File: src/rtl/multicycle_controller_if.sv
// multicycle_controller_if: instruction fields, status flags and datapath control strobes
interface multicycle_controller_if;
  logic [6:0] op;
  logic [2:0] funct3;
  logic       funct7b5;
  logic       zero;
  logic       mem_ready;
  logic       pcwrite;
  logic       adrsrc;
  logic       memwrite;
  logic       irwrite;
  logic       regwrite;
  logic [1:0] resultsrc;
  logic [1:0] alusrca;
  logic [1:0] alusrcb;
  logic [1:0] immsrc;
  logic [2:0] alucontrol;
  logic       illegal;
  modport master (
    input  op, funct3, funct7b5, zero, mem_ready,
    output pcwrite, adrsrc, memwrite, irwrite, regwrite,
           resultsrc, alusrca, alusrcb, immsrc, alucontrol, illegal
  );
  modport slave (
    output op, funct3, funct7b5, zero, mem_ready,
    input  pcwrite, adrsrc, memwrite, irwrite, regwrite,
           resultsrc, alusrca, alusrcb, immsrc, alucontrol, illegal
  );
endinterface

File: src/rtl/multicycle_controller.sv
// multicycle_controller: Moore FSM and decoders sequencing a multicycle RV32I datapath
module multicycle_controller #(
  parameter logic [3:0] RESET_STATE = 4'd0
) (
  input  logic                  clk,
  input  logic                  reset,
  multicycle_controller_if.master bus
);
  typedef enum logic [3:0] {
    FETCH    = 4'd0,
    DECODE   = 4'd1,
    MEMADR   = 4'd2,
    MEMREAD  = 4'd3,
    MEMWB    = 4'd4,
    MEMWRITE = 4'd5,
    EXECR    = 4'd6,
    EXECI    = 4'd7,
    ALUWB    = 4'd8,
    BRANCH   = 4'd9,
    JAL      = 4'd10
  } state_t;
  localparam logic [6:0] OP_LW   = 7'b0000011;
  localparam logic [6:0] OP_SW   = 7'b0100011;
  localparam logic [6:0] OP_R    = 7'b0110011;
  localparam logic [6:0] OP_I    = 7'b0010011;
  localparam logic [6:0] OP_BR   = 7'b1100011;
  localparam logic [6:0] OP_JAL  = 7'b1101111;
  localparam logic [1:0] ALU_ADD = 2'b00;
  localparam logic [1:0] ALU_SUB = 2'b01;
  localparam logic [1:0] ALU_FN  = 2'b10;
  state_t     state, next;
  logic       pcupdate, branch;
  logic [1:0] aluop;
  logic [2:0] fn_ctrl;
  always_ff @(posedge clk or negedge reset)
    if (!reset) state <= state_t'(RESET_STATE);
    else state <= next;
  always_comb begin
    next          = state;
    pcupdate      = 1'b0;
    branch        = 1'b0;
    aluop         = ALU_ADD;
    bus.adrsrc    = 1'b0;
    bus.memwrite  = 1'b0;
    bus.irwrite   = 1'b0;
    bus.regwrite  = 1'b0;
    bus.resultsrc = 2'b00;
    bus.alusrca   = 2'b00;
    bus.alusrcb   = 2'b00;
    bus.illegal   = 1'b0;
    case (state)
      FETCH: begin
        bus.alusrcb   = 2'b10;
        bus.resultsrc = 2'b10;
        bus.irwrite   = bus.mem_ready;
        pcupdate      = bus.mem_ready;
        next          = bus.mem_ready ? DECODE : FETCH;
      end
      DECODE: begin
        bus.alusrca = 2'b01;
        bus.alusrcb = 2'b01;
        next = (bus.op == OP_LW || bus.op == OP_SW) ? MEMADR :
               (bus.op == OP_R)   ? EXECR  :
               (bus.op == OP_I)   ? EXECI  :
               (bus.op == OP_BR)  ? BRANCH :
               (bus.op == OP_JAL) ? JAL    : FETCH;
        bus.illegal = !(bus.op == OP_LW || bus.op == OP_SW || bus.op == OP_R ||
                        bus.op == OP_I || bus.op == OP_BR || bus.op == OP_JAL);
      end
      MEMADR: begin
        bus.alusrca = 2'b10;
        bus.alusrcb = 2'b01;
        next = bus.op[5] ? MEMWRITE : MEMREAD;
      end
      MEMREAD: begin
        bus.adrsrc = 1'b1;
        next = bus.mem_ready ? MEMWB : MEMREAD;
      end
      MEMWB: begin
        bus.resultsrc = 2'b01;
        bus.regwrite  = 1'b1;
        next = FETCH;
      end
      MEMWRITE: begin
        bus.adrsrc   = 1'b1;
        bus.memwrite = 1'b1;
        next = bus.mem_ready ? FETCH : MEMWRITE;
      end
      EXECR: begin
        bus.alusrca = 2'b10;
        aluop = ALU_FN;
        next = ALUWB;
      end
      EXECI: begin
        bus.alusrca = 2'b10;
        bus.alusrcb = 2'b01;
        aluop = ALU_FN;
        next = ALUWB;
      end
      ALUWB: begin
        bus.regwrite = 1'b1;
        next = FETCH;
      end
      BRANCH: begin
        bus.alusrca = 2'b10;
        aluop  = ALU_SUB;
        branch = 1'b1;
        next = FETCH;
      end
      JAL: begin
        bus.alusrca = 2'b01;
        bus.alusrcb = 2'b10;
        pcupdate = 1'b1;
        next = ALUWB;
      end
      default: next = FETCH;
    endcase
    // only R-type subtracts on funct3=000; I-type has op[5]=0 so addi stays add
    fn_ctrl = (bus.funct3 == 3'b000) ? ((bus.op[5] & bus.funct7b5) ? 3'b001 : 3'b000) :
              (bus.funct3 == 3'b010) ? 3'b101 :
              (bus.funct3 == 3'b110) ? 3'b011 :
              (bus.funct3 == 3'b111) ? 3'b010 : 3'b000;
    bus.alucontrol = (aluop == ALU_FN) ? fn_ctrl : (aluop == ALU_SUB) ? 3'b001 : 3'b000;
    bus.immsrc = (bus.op == OP_SW) ? 2'b01 : (bus.op == OP_BR) ? 2'b10 :
                 (bus.op == OP_JAL) ? 2'b11 : 2'b00;
    bus.pcwrite = pcupdate | (branch & (bus.zero ^ bus.funct3[0]));
    if (!reset) begin
      bus.pcwrite    = 1'b0;
      bus.adrsrc     = 1'b0;
      bus.memwrite   = 1'b0;
      bus.irwrite    = 1'b0;
      bus.regwrite   = 1'b0;
      bus.resultsrc  = 2'b00;
      bus.alusrca    = 2'b00;
      bus.alusrcb    = 2'b00;
      bus.immsrc     = 2'b00;
      bus.alucontrol = 3'b000;
      bus.illegal    = 1'b0;
    end
  end
endmodule
File: src/flat_wrapper.sv
// flat-port wrapper written by rule: the top's interface ports become plain ports
module multicycle_controller_flat 
#(
  parameter logic [3:0] RESET_STATE = 4'd0
)
  (clk, reset, bus_op, bus_funct3, bus_funct7b5, bus_zero, bus_mem_ready, bus_pcwrite, bus_adrsrc, bus_memwrite, bus_irwrite, bus_regwrite, bus_resultsrc, bus_alusrca, bus_alusrcb, bus_immsrc, bus_alucontrol, bus_illegal);
  multicycle_controller_if bus_i ();
  input  logic clk;
  input  logic reset;
  input wire logic [$bits(bus_i.op)-1:0] bus_op;
  input wire logic [$bits(bus_i.funct3)-1:0] bus_funct3;
  input wire logic [$bits(bus_i.funct7b5)-1:0] bus_funct7b5;
  input wire logic [$bits(bus_i.zero)-1:0] bus_zero;
  input wire logic [$bits(bus_i.mem_ready)-1:0] bus_mem_ready;
  output wire logic [$bits(bus_i.pcwrite)-1:0] bus_pcwrite;
  output wire logic [$bits(bus_i.adrsrc)-1:0] bus_adrsrc;
  output wire logic [$bits(bus_i.memwrite)-1:0] bus_memwrite;
  output wire logic [$bits(bus_i.irwrite)-1:0] bus_irwrite;
  output wire logic [$bits(bus_i.regwrite)-1:0] bus_regwrite;
  output wire logic [$bits(bus_i.resultsrc)-1:0] bus_resultsrc;
  output wire logic [$bits(bus_i.alusrca)-1:0] bus_alusrca;
  output wire logic [$bits(bus_i.alusrcb)-1:0] bus_alusrcb;
  output wire logic [$bits(bus_i.immsrc)-1:0] bus_immsrc;
  output wire logic [$bits(bus_i.alucontrol)-1:0] bus_alucontrol;
  output wire logic [$bits(bus_i.illegal)-1:0] bus_illegal;
  assign bus_i.op = bus_op;
  assign bus_i.funct3 = bus_funct3;
  assign bus_i.funct7b5 = bus_funct7b5;
  assign bus_i.zero = bus_zero;
  assign bus_i.mem_ready = bus_mem_ready;
  assign bus_pcwrite = bus_i.pcwrite;
  assign bus_adrsrc = bus_i.adrsrc;
  assign bus_memwrite = bus_i.memwrite;
  assign bus_irwrite = bus_i.irwrite;
  assign bus_regwrite = bus_i.regwrite;
  assign bus_resultsrc = bus_i.resultsrc;
  assign bus_alusrca = bus_i.alusrca;
  assign bus_alusrcb = bus_i.alusrcb;
  assign bus_immsrc = bus_i.immsrc;
  assign bus_alucontrol = bus_i.alucontrol;
  assign bus_illegal = bus_i.illegal;
  multicycle_controller #(.RESET_STATE(RESET_STATE)) u_core (.clk(clk), .reset(reset), .bus(bus_i));
endmodule
File: config.mk
export PLATFORM = sky130hd
export DESIGN_NAME = multicycle_controller_flat
export DESIGN_NICKNAME = d
export VERILOG_FILES = /design/src/rtl/multicycle_controller_if.sv /design/src/rtl/multicycle_controller.sv /design/src/flat_wrapper.sv
export SDC_FILE = /design/constraint.sdc
export NUM_CORES = 1
export LEC_CHECK = 0
export CORE_MARGIN = 4
export CORE_UTILIZATION = 38
export CTS_CLUSTER_SIZE = 24
export DETAILED_ROUTE_END_ITERATION = 10
export PLACE_DENSITY_LB_ADDON = 0.1
export SLEW_MARGIN = 20
export SYNTH_ARGS = -nofsm -noshare
export SYNTH_HDL_FRONTEND = slang
export SYNTH_SLANG_ARGS = --single-unit
File: constraint.sdc
create_clock -name clk -period 1.4 [get_ports clk]
set_input_delay 0.28 -clock clk [delete_from_list [all_inputs] [get_ports clk]]
set_output_delay 0.28 -clock clk [all_outputs]
set_load 0.02 [all_outputs]
==> results.ini, run 1 <==
[die]
floorplan.rows=13
num_io_pins=32
initial_core_util=0.424
die-width_um=47.3
fp.dieH_um=47.3

[logic_synthesis]
syn_inst=89
synthMostInstantiatedCell=sky130_fd_sc_hd__nor2_1
post-synth-top-area-cell=sky130_fd_sc_hd__dfrtp_1
synthesis.area_sq_um=586
synth-async-reset-ratio=1.00
synth-edff-count=0
ys_seq_elements=4
synth_top_cells_by_area=sky130_fd_sc_hd__dfrtp_1, sky130_fd_sc_hd__nor2_1, sky130_fd_sc_hd__nand2_1
yosys-top-cells-count=sky130_fd_sc_hd__nor2_1, sky130_fd_sc_hd__nand2_1
yosysUniqueCellTypes=35
synth_warnings=0
synth_sequential_area_ratio=0.171
syn-num-nets=104
synth_largest_type_area_fraction=0.171
synth_area_per_cell_sq_um=6.58
synth_ff_type=sky130_fd_sc_hd__dfrtp_1

[global_routing]
grt_max_degree=9

[clock_network]
tritoncts.num_buffers=3
clk_path_buf_depth=2
postCtsHoldBufs=0
h-tree-depth=1
cts_num_sinks=4
cts-root-buf=sky130_fd_sc_hd__clkbuf_4

[placed_design]
dpl_worst_slack_ps=-1020
port_buffers=31
routabilityCongestion=0.822
place.detailed.hpwl_um=2080

[outcome]
failing_step=global routing
run_status=stopped before the end
tool.error=[ERROR DPL-0038] Utilization greater than 100%, impossible to legalize

[timing]
timing.repair.worst_endpoint_type=primary output
crit_endpoint=bus_pcwrite

## repair_timing
action / in CTS
gates resized for setup: 138
setup endpoints to repair: 20
pin swaps: 13
buffers inserted: 7
## stage by stage
stage / area, sq um / hold slack [ps] / std cells / setup TNS (ps)
after CTS: 1360 / 238 / 172 / -4440
after global placement: 1220 / 683 / 162 / -14460
after floorplan: 681 / -15.6 / 89 / -410
after detailed placement: 1220 / 698 / 162 / -15070
## cells by family after synthesis
| family | after synthesis | synth area share |
|---|---|---|
| AO/OA/AOI/OAI | 19 | 0.229 |
| multiplexers | 1 | 0.0171 |
| AND/OR/NAND/NOR | 54 | 0.485 |
| XOR/XNOR | 2 | 0.0299 |
| flip-flops | 4 | 0.171 |
| buffers and inverters | 9 | 0.0684 |
==> inputs of run 2 (changes only) <==
- CORE_AREA: not set -> 4 4 65 67
- CORE_MARGIN: 4 -> not set
- CORE_UTILIZATION: 38 -> not set
- CTS_CLUSTER_SIZE: 24 -> not set
- DIE_AREA: not set -> 0 0 69 71
- PLACE_DENSITY_LB_ADDON: 0.1 -> 0.15
==> run 2 against run 1 <==
Effect of this change:
- the flow now finishes, with violations (setup timing)
- synthesized cell count unchanged
- synthesized area unchanged
==> results.ini, run 2 <==
[outcome]
run_status=finished with violations
violations=setup timing

[layout]
num_antenna_cells=0
regArea_sq_um=104
top_regs=u_core.state x4
multi_input_area_sq_um=682
flip_flop_count_of_the_largest_register_after_layout=4
final_layout_size_suffix_gt1_frac=0.751
mostFrequentLayoutCell=sky130_fd_sc_hd__buf_4
area_growth_syn_to_layout_pct=190
postLayoutCellArea_sq_mm=0.00170
commonest_non_fill_non_tap_cells_in_the_layout=sky130_fd_sc_hd__buf_4, sky130_fd_sc_hd__buf_6, sky130_fd_sc_hd__nor2_4
nNetsFinal=194
largest-register=u_core.state
filler_cell_count_in_the_final_layout=383
stdcell_count=225

[detailed_routing]
initialDrtViolationCount=20
route.vias.total=962
drt-wirelength-per-cell_um=11.7
drtPass1Iterations=4
remaining_drcs=0
highest_layer=met4
route.met3.wl_um=109
drt-total-wl_um=2630
avgViaCountPerCell=4.28
drt-met1-wl_um=1020
ant_nets=0
met2_wl_post_dr_um=1480

[setup_path]
worst-path-max-fanout=4
worst_setup_path_startpoint=u_core.state[3]
critical-path-top-cell-by-count=sky130_fd_sc_hd__buf_6
worst_r2r_startpoint=u_core.state[3]
path_cells=buf_6 > nor3_4 > nand2_2 > nor3b_4 > buf_6
cp.buffers_inverters=2
crit_required_ps=1120
path_delay_family=simple AND/OR/NAND/NOR gates
rr_endpoint=u_core.state[2]
worst-path-stages=5
worst_r2r_path_depth=6
cp.arrival_ps=1470
critical_path_class=reg2out
timing.critical_path.slowest_stage_cell=sky130_fd_sc_hd__dfrtp_2
worst_setup_path_endpoint=bus_illegal
crit_path_end_kind=primary output
worst_path_largest_cell_delay_ps=440
regToRegSetupSlack_ps=-100
critical_path.startpoint_type=flip-flop

[logic_synthesis]
synth_ff_type=sky130_fd_sc_hd__dfrtp_1
synthMostInstantiatedCell=sky130_fd_sc_hd__nor2_1
syn-num-nets=104  ; unchanged
synth-async-reset-ratio=1.00  ; unchanged
syn_inst=89  ; unchanged
synth_largest_type_area_fraction=0.171  ; unchanged
synth_warnings=0  ; unchanged
synth-edff-count=0  ; unchanged
post-synth-top-area-cell=sky130_fd_sc_hd__dfrtp_1
yosys-top-cells-count=sky130_fd_sc_hd__nor2_1, sky130_fd_sc_hd__nand2_1
yosysUniqueCellTypes=35  ; unchanged
synth_area_per_cell_sq_um=6.58  ; unchanged
synth_sequential_area_ratio=0.171  ; unchanged
synthesis.area_sq_um=586  ; unchanged
synth_top_cells_by_area=sky130_fd_sc_hd__dfrtp_1, sky130_fd_sc_hd__nor2_1, sky130_fd_sc_hd__nand2_1
ys_seq_elements=4  ; unchanged

[placed_design]
cell_count_post_placement=198  ; +22%
place_area_sq_mm=0.00128  ; +4.2%
port_buffers=31  ; unchanged
routabilityCongestion=0.689  ; -16%
place.detailed.hpwl_um=1920  ; -7.7%

[die]
die-width_um=69  ; +46%
fp.dieH_um=71  ; +50%
floorplan.rows=22  ; +9
core_area_sq_mm=0.00363
floorplan.die_area_sq_mm=0.00490
initial_core_util=0.161  ; -0.262
num_io_pins=32  ; unchanged

[timing]
finalSetupTns_ps=-3620
hold_viol=0
timing_worst_slew_pin_value_ps=241
grt_setup_unrepaired=yes
final_min_period_over_clock_period=1.25
maxSlewHeadroom=0.839
final_max_slew_viol_count=0
achievable_clock_frequency_mhz=570
finalSetupViolCount=20
fin_worst_hold_slack_ps=270
finalWorstPathRequiredPeriod_ps=1750
skew_ps=1.45
postLayoutSetupSlackWorst_ps=-353

[global_routing]
grt_pass1_vias=931
grt_pass1_wl_um=4200
global_route.usage.total=0.103
grt_max_degree=9
antenna_found_initial=0
globalRouteOverflowTotal=0

[clock_network]
worst_setup_hold_path_clk_slew_ps=30
cts-root-buf=sky130_fd_sc_hd__clkbuf_8
cts_num_sinks=4  ; unchanged
h-tree-depth=1  ; unchanged
clk_path_buf_depth=2  ; unchanged
clk-insertion-delay-late_ps=210
tritoncts=done
tritoncts.num_buffers=3  ; unchanged

[flow_run]
cap_viol_max_count=0

[pwr]
design_power_total_mw=0.880
leakagePower_nw=0.727
vdd.ir_drop.worst_mv=0.439
power.density_mw_per_mm2=518

[min_path]
hold_crit_path_type=in2async

[run 2: cells by family (layout without fill, tap and decap cells)]
group,count (synthesis),after routing,synth area share
flip-flops,4,4,0.171
AO/OA/AOI/OAI,19,19,0.229
XOR/XNOR,2,2,0.0299
AND/OR/NAND/NOR,54,54,0.485
multiplexers,1,1,0.0171
buffers and inverters,9,97,0.0684
[run 2: final cells by class]
| class | count | area share |
|---|---|---|
| tap | 48 | 0.0353 |
| sequential | 4 | 0.0611 |
| clock buffer | 3 | 0.0243 |
| multi-input combinational | 76 | 0.401 |
| timing repair buffer | 90 | 0.467 |
| inverter | 4 | 0.0118 |
[run 2: how the worst min path moves through the flow]
stage	startpoint	to	slack, ps	depth (start not counted)
2_1_floorplan	reset	u_core.state[0]	-20	0
3_3_place_gp	reset	u_core.state[3]	480	1
3_5_place_dp	reset	u_core.state[3]	480	1
4_1_cts	reset	u_core.state[0]	270	3
5_1_grt	reset	u_core.state[1]	290	3
6_report	reset	u_core.state[0]	270	3
[run 2: per-stage QoR]
step / utilization / worst slack, ps
after floorplan: - / -130
final: 0.468 / -353
after global placement: 0.351 / -1000
after global routing: 0.468 / -420
after detailed placement: 0.351 / -1030
after CTS: 0.404 / -318
[run 2: repair_timing]
action	in CTS	in global routing
buffers inserted	11	12
hold endpoints to repair	1	0
gates resized for setup	147	37
hold buffers	1	0
endpoints found under the setup margin	19	20
pin swaps	16	21
[run 2: routing by layer]
metal,GRT usage,vias to the layer above
met1,0.119,445
met2,0.193,27
li1,-,488
met3,0.0128,2
met5,0,-
met4,0.0390,0
[run 2: where the power goes]
part | switching [mW] | total (mW) | internal (mW) | leakage [nW]
sequential | 0.00977 | 0.134 | 0.124 | 0.0497
combinational | 0.218 | 0.512 | 0.293 | 0.656
clock | 0.0521 | 0.235 | 0.183 | 0.0216
total | 0.280 | 0.880 | 0.600 | 0.727
[run 2: tightest hold or removal path: cells and delay by family]
kind / cells / cell delay (ps)
buffers and inverters: 3 / 520
No activity file was read; power rests on OpenSTA's default activity.
==> inputs of run 3 (changes only) <==
- PLACE_DENSITY_LB_ADDON: 0.15 -> 0.12
==> run 3 against run 2 <==
Effect of this change:
- first-iteration DRC count stayed put
- critical path depth is 1 higher
- the flow still finishes with violations (setup timing)
- worst hold slack better by 68 ps
- clock skew is 1.2 ps lower
- sequential power hardly changed
- largest cell class unchanged
- design area is 9.0% lower
- sequential share of layout area is 0.60 points higher
- maximum frequency is 2.6% higher
- register-to-register slack better by 170 ps
- flip-flop and latch count stayed put
- routed wire length is 1.5% lower
- cell count is 4.9% lower
==> results.ini, run 3 (same netlist as run 2, synthesis figures left out) <==
[outcome]
run_status=finished with violations
violations=setup timing

[timing]
hold_viol=0  ; unchanged
final_min_period_over_clock_period=1.22  ; -0.0318
postLayoutSetupSlackWorst_ps=-309  ; +44.6 ps
achievable_clock_frequency_mhz=585  ; +2.6%
timing_worst_slew_pin_value_ps=252  ; +10.7 ps
maxSlewHeadroom=0.832  ; -0.00716
skew_ps=0.205  ; -1.24 ps
final_max_slew_viol_count=0  ; unchanged
finalWorstPathRequiredPeriod_ps=1710  ; -44.6 ps
finalSetupViolCount=17  ; -15%
grt_setup_unrepaired=yes

[layout]
postLayoutCellArea_sq_mm=0.00155  ; -9.0%
top_regs=u_core.state x4
largest-register=u_core.state
final_layout_size_suffix_gt1_frac=0.687  ; -0.0647
flip_flop_count_of_the_largest_register_after_layout=4  ; unchanged
commonest_non_fill_non_tap_cells_in_the_layout=sky130_fd_sc_hd__buf_4, sky130_fd_sc_hd__buf_6, sky130_fd_sc_hd__nand2_1
nNetsFinal=183  ; -5.7%
area_growth_syn_to_layout_pct=164
num_antenna_cells=0  ; unchanged
mostFrequentLayoutCell=sky130_fd_sc_hd__buf_4

[pwr]
leakagePower_nw=0.659  ; -9.3%
switching_share=0.324  ; +0.00557
design_power_total_mw=0.806  ; -8.4%
power_report.internal_total_mw=0.545  ; -9.2%
power.density_mw_per_mm2=521  ; +0.59%
share_seq_of_total_power=0.165  ; +0.013
vdd.ir_drop.worst_mv=0.326  ; -26%
net-switching-power_mw=0.261  ; -6.8%
p_comb_frac=0.538  ; -0.043
clock_network_power_share=0.297  ; +0.030

[setup_path]
cp.buffers_inverters=2  ; unchanged
rr_endpoint=u_core.state[0]
path_delay_family=flip-flops
path_cells=buf_6 > nor2_4 > nand2_1 > a21o_1 > a21oi_4 > buf_6
regToRegSetupSlack_ps=70  ; +170 ps
crit_path_end_kind=primary output
critical_path.startpoint_type=flip-flop
crit_required_ps=1120  ; about the same
critical_path_class=reg2out
worst_r2r_path_depth=5  ; -1
worst-path-max-fanout=6  ; +2
worst-path-stages=6  ; +1
worst_path_largest_cell_delay_ps=430  ; about the same
worst_r2r_startpoint=u_core.state[2]
critical-path-top-cell-by-count=sky130_fd_sc_hd__buf_6
cp.arrival_ps=1430  ; -40 ps
timing.critical_path.slowest_stage_cell=sky130_fd_sc_hd__dfrtp_2

[clock_network]
cts-root-buf=sky130_fd_sc_hd__clkbuf_8
clk_path_buf_depth=2  ; unchanged
cts_num_sinks=4  ; unchanged
h-tree-depth=1  ; unchanged
worst_setup_hold_path_clk_slew_ps=30  ; about the same
tritoncts.num_buffers=3  ; unchanged
clk-insertion-delay-late_ps=210  ; about the same
tritoncts=done

[detailed_routing]
drtPass1Iterations=3  ; -1
avgViaCountPerCell=4.30  ; +0.66%
drt-wirelength-per-cell_um=12.1  ; +3.5%
initialDrtViolationCount=20  ; unchanged
remaining_drcs=0  ; unchanged
route.vias.total=921  ; -4.3%
drt-total-wl_um=2590  ; -1.5%
ant_nets=0  ; unchanged

[die]
floorplan.rows=22  ; unchanged
core_area_sq_mm=0.00363  ; unchanged
die-width_um=69  ; unchanged
floorplan.die_area_sq_mm=0.00490  ; unchanged
num_io_pins=32  ; unchanged
initial_core_util=0.161  ; unchanged
fp.dieH_um=71  ; unchanged

[placed_design]
routabilityCongestion=0.728  ; +5.7%
place.detailed.hpwl_um=1860  ; -2.8%
place_area_sq_mm=0.00125  ; -1.8%
port_buffers=31  ; unchanged

[global_routing]
globalRouteOverflowTotal=0  ; unchanged
grt_max_degree=11  ; +2
grt_pass1_wl_um=4360  ; +3.9%
antenna_found_initial=0  ; unchanged
global_route.usage.total=0.107  ; +0.00434
grt_pass1_vias=1012  ; +8.7%

[flow_run]
cap_viol_max_count=0  ; unchanged

[min_path]
hold_crit_path_type=in2async

## run 3: changes by cell type in the layout (fill, tap and decap cells not counted), moves of 2 or more
cell / previous run / this run
sky130_fd_sc_hd__nor2_1: 4 / 6
sky130_fd_sc_hd__nor2_4: 7 / 3
sky130_fd_sc_hd__nand2_1: 6 / 8
sky130_fd_sc_hd__a21oi_1: 2 / 4
sky130_fd_sc_hd__nand2_2: 6 / 4
sky130_fd_sc_hd__a21oi_2: 2 / 0
sky130_fd_sc_hd__buf_4: 50 / 43
sky130_fd_sc_hd__nor2_2: 5 / 7
## run 3: how the worst max path moves through the flow
stage                          to             from  slack, ps
detailed placement  bus_immsrc[0]        bus_op[2]      -1020
global placement    bus_immsrc[0]        bus_op[2]      -1010
global route          bus_irwrite  u_core.state[2]       -380
finish                bus_pcwrite  u_core.state[1]       -310
CTS                   bus_illegal  u_core.state[3]       -310
floorplan            bus_regwrite  u_core.state[2]       -130
## run 3: what timing repair did
action                     4_1_cts  5_1_grt
setup buffers                   12        4
resized for setup              150       18
hold buffers                     0        0
pin swaps                       19       12
setup endpoints to repair       21       19
## run 3: layout make-up
cell class / instances / area, sq um
Inverter: 4 / 17.5
Clock buffer: 3 / 41.3
Multi-Input combinational cell: 76 / 626
Tap cell: 48 / 60.1
Timing Repair Buffer: 79 / 699
Fill cell: 408 / 2090
Sequential cell: 4 / 104
## run 3: stage by stage
step | TNS [ps] | std cells | util | hold WS [ps] | setup slack (ps)
after CTS | -3990 | 210 | 0.400 | 337 | -307
after detailed placement | -13330 | 195 | 0.345 | 661 | -1020
after floorplan | -410 | 89 | - | -15.6 | -130
after global placement | -13160 | 195 | 0.345 | 659 | -1010
final | -3790 | 214 | 0.426 | 338 | -309
after global routing | -4980 | 214 | 0.426 | 359 | -378
## run 3: metal layers
| layer | global-route usage | wire length (um) | vias to the layer above | part of all wire |
|---|---|---|---|---|
| met5 | 0 | 0 | - | 0 |
| met4 | 0.0694 | 80 | 0 | 0.031 |
| met3 | 0.0199 | 125 | 8 | 0.048 |
| met2 | 0.196 | 1390 | 32 | 0.54 |
| met1 | 0.113 | 985 | 418 | 0.38 |
| li1 | - | - | 463 | - |
## run 3: power groups by stage
stage / clock, mW / combinational [mW] / sequential (mW)
2_1_floorplan: 0 / 0.175 / 0.126
3_3_place_gp: 0 / 0.366 / 0.131
3_5_place_dp: 0 / 0.367 / 0.131
4_1_cts: 0.246 / 0.414 / 0.132
5_1_grt: 0.255 / 0.467 / 0.134
6_report: 0.239 / 0.434 / 0.133
## run 3: tightest hold or removal path, stage by stage
cell	delay (ps)
sky130_fd_sc_hd__dlygate4sd2_1	220
sky130_fd_sc_hd__buf_6	130
sky130_fd_sc_hd__buf_4	120
sky130_fd_sc_hd__buf_4	120
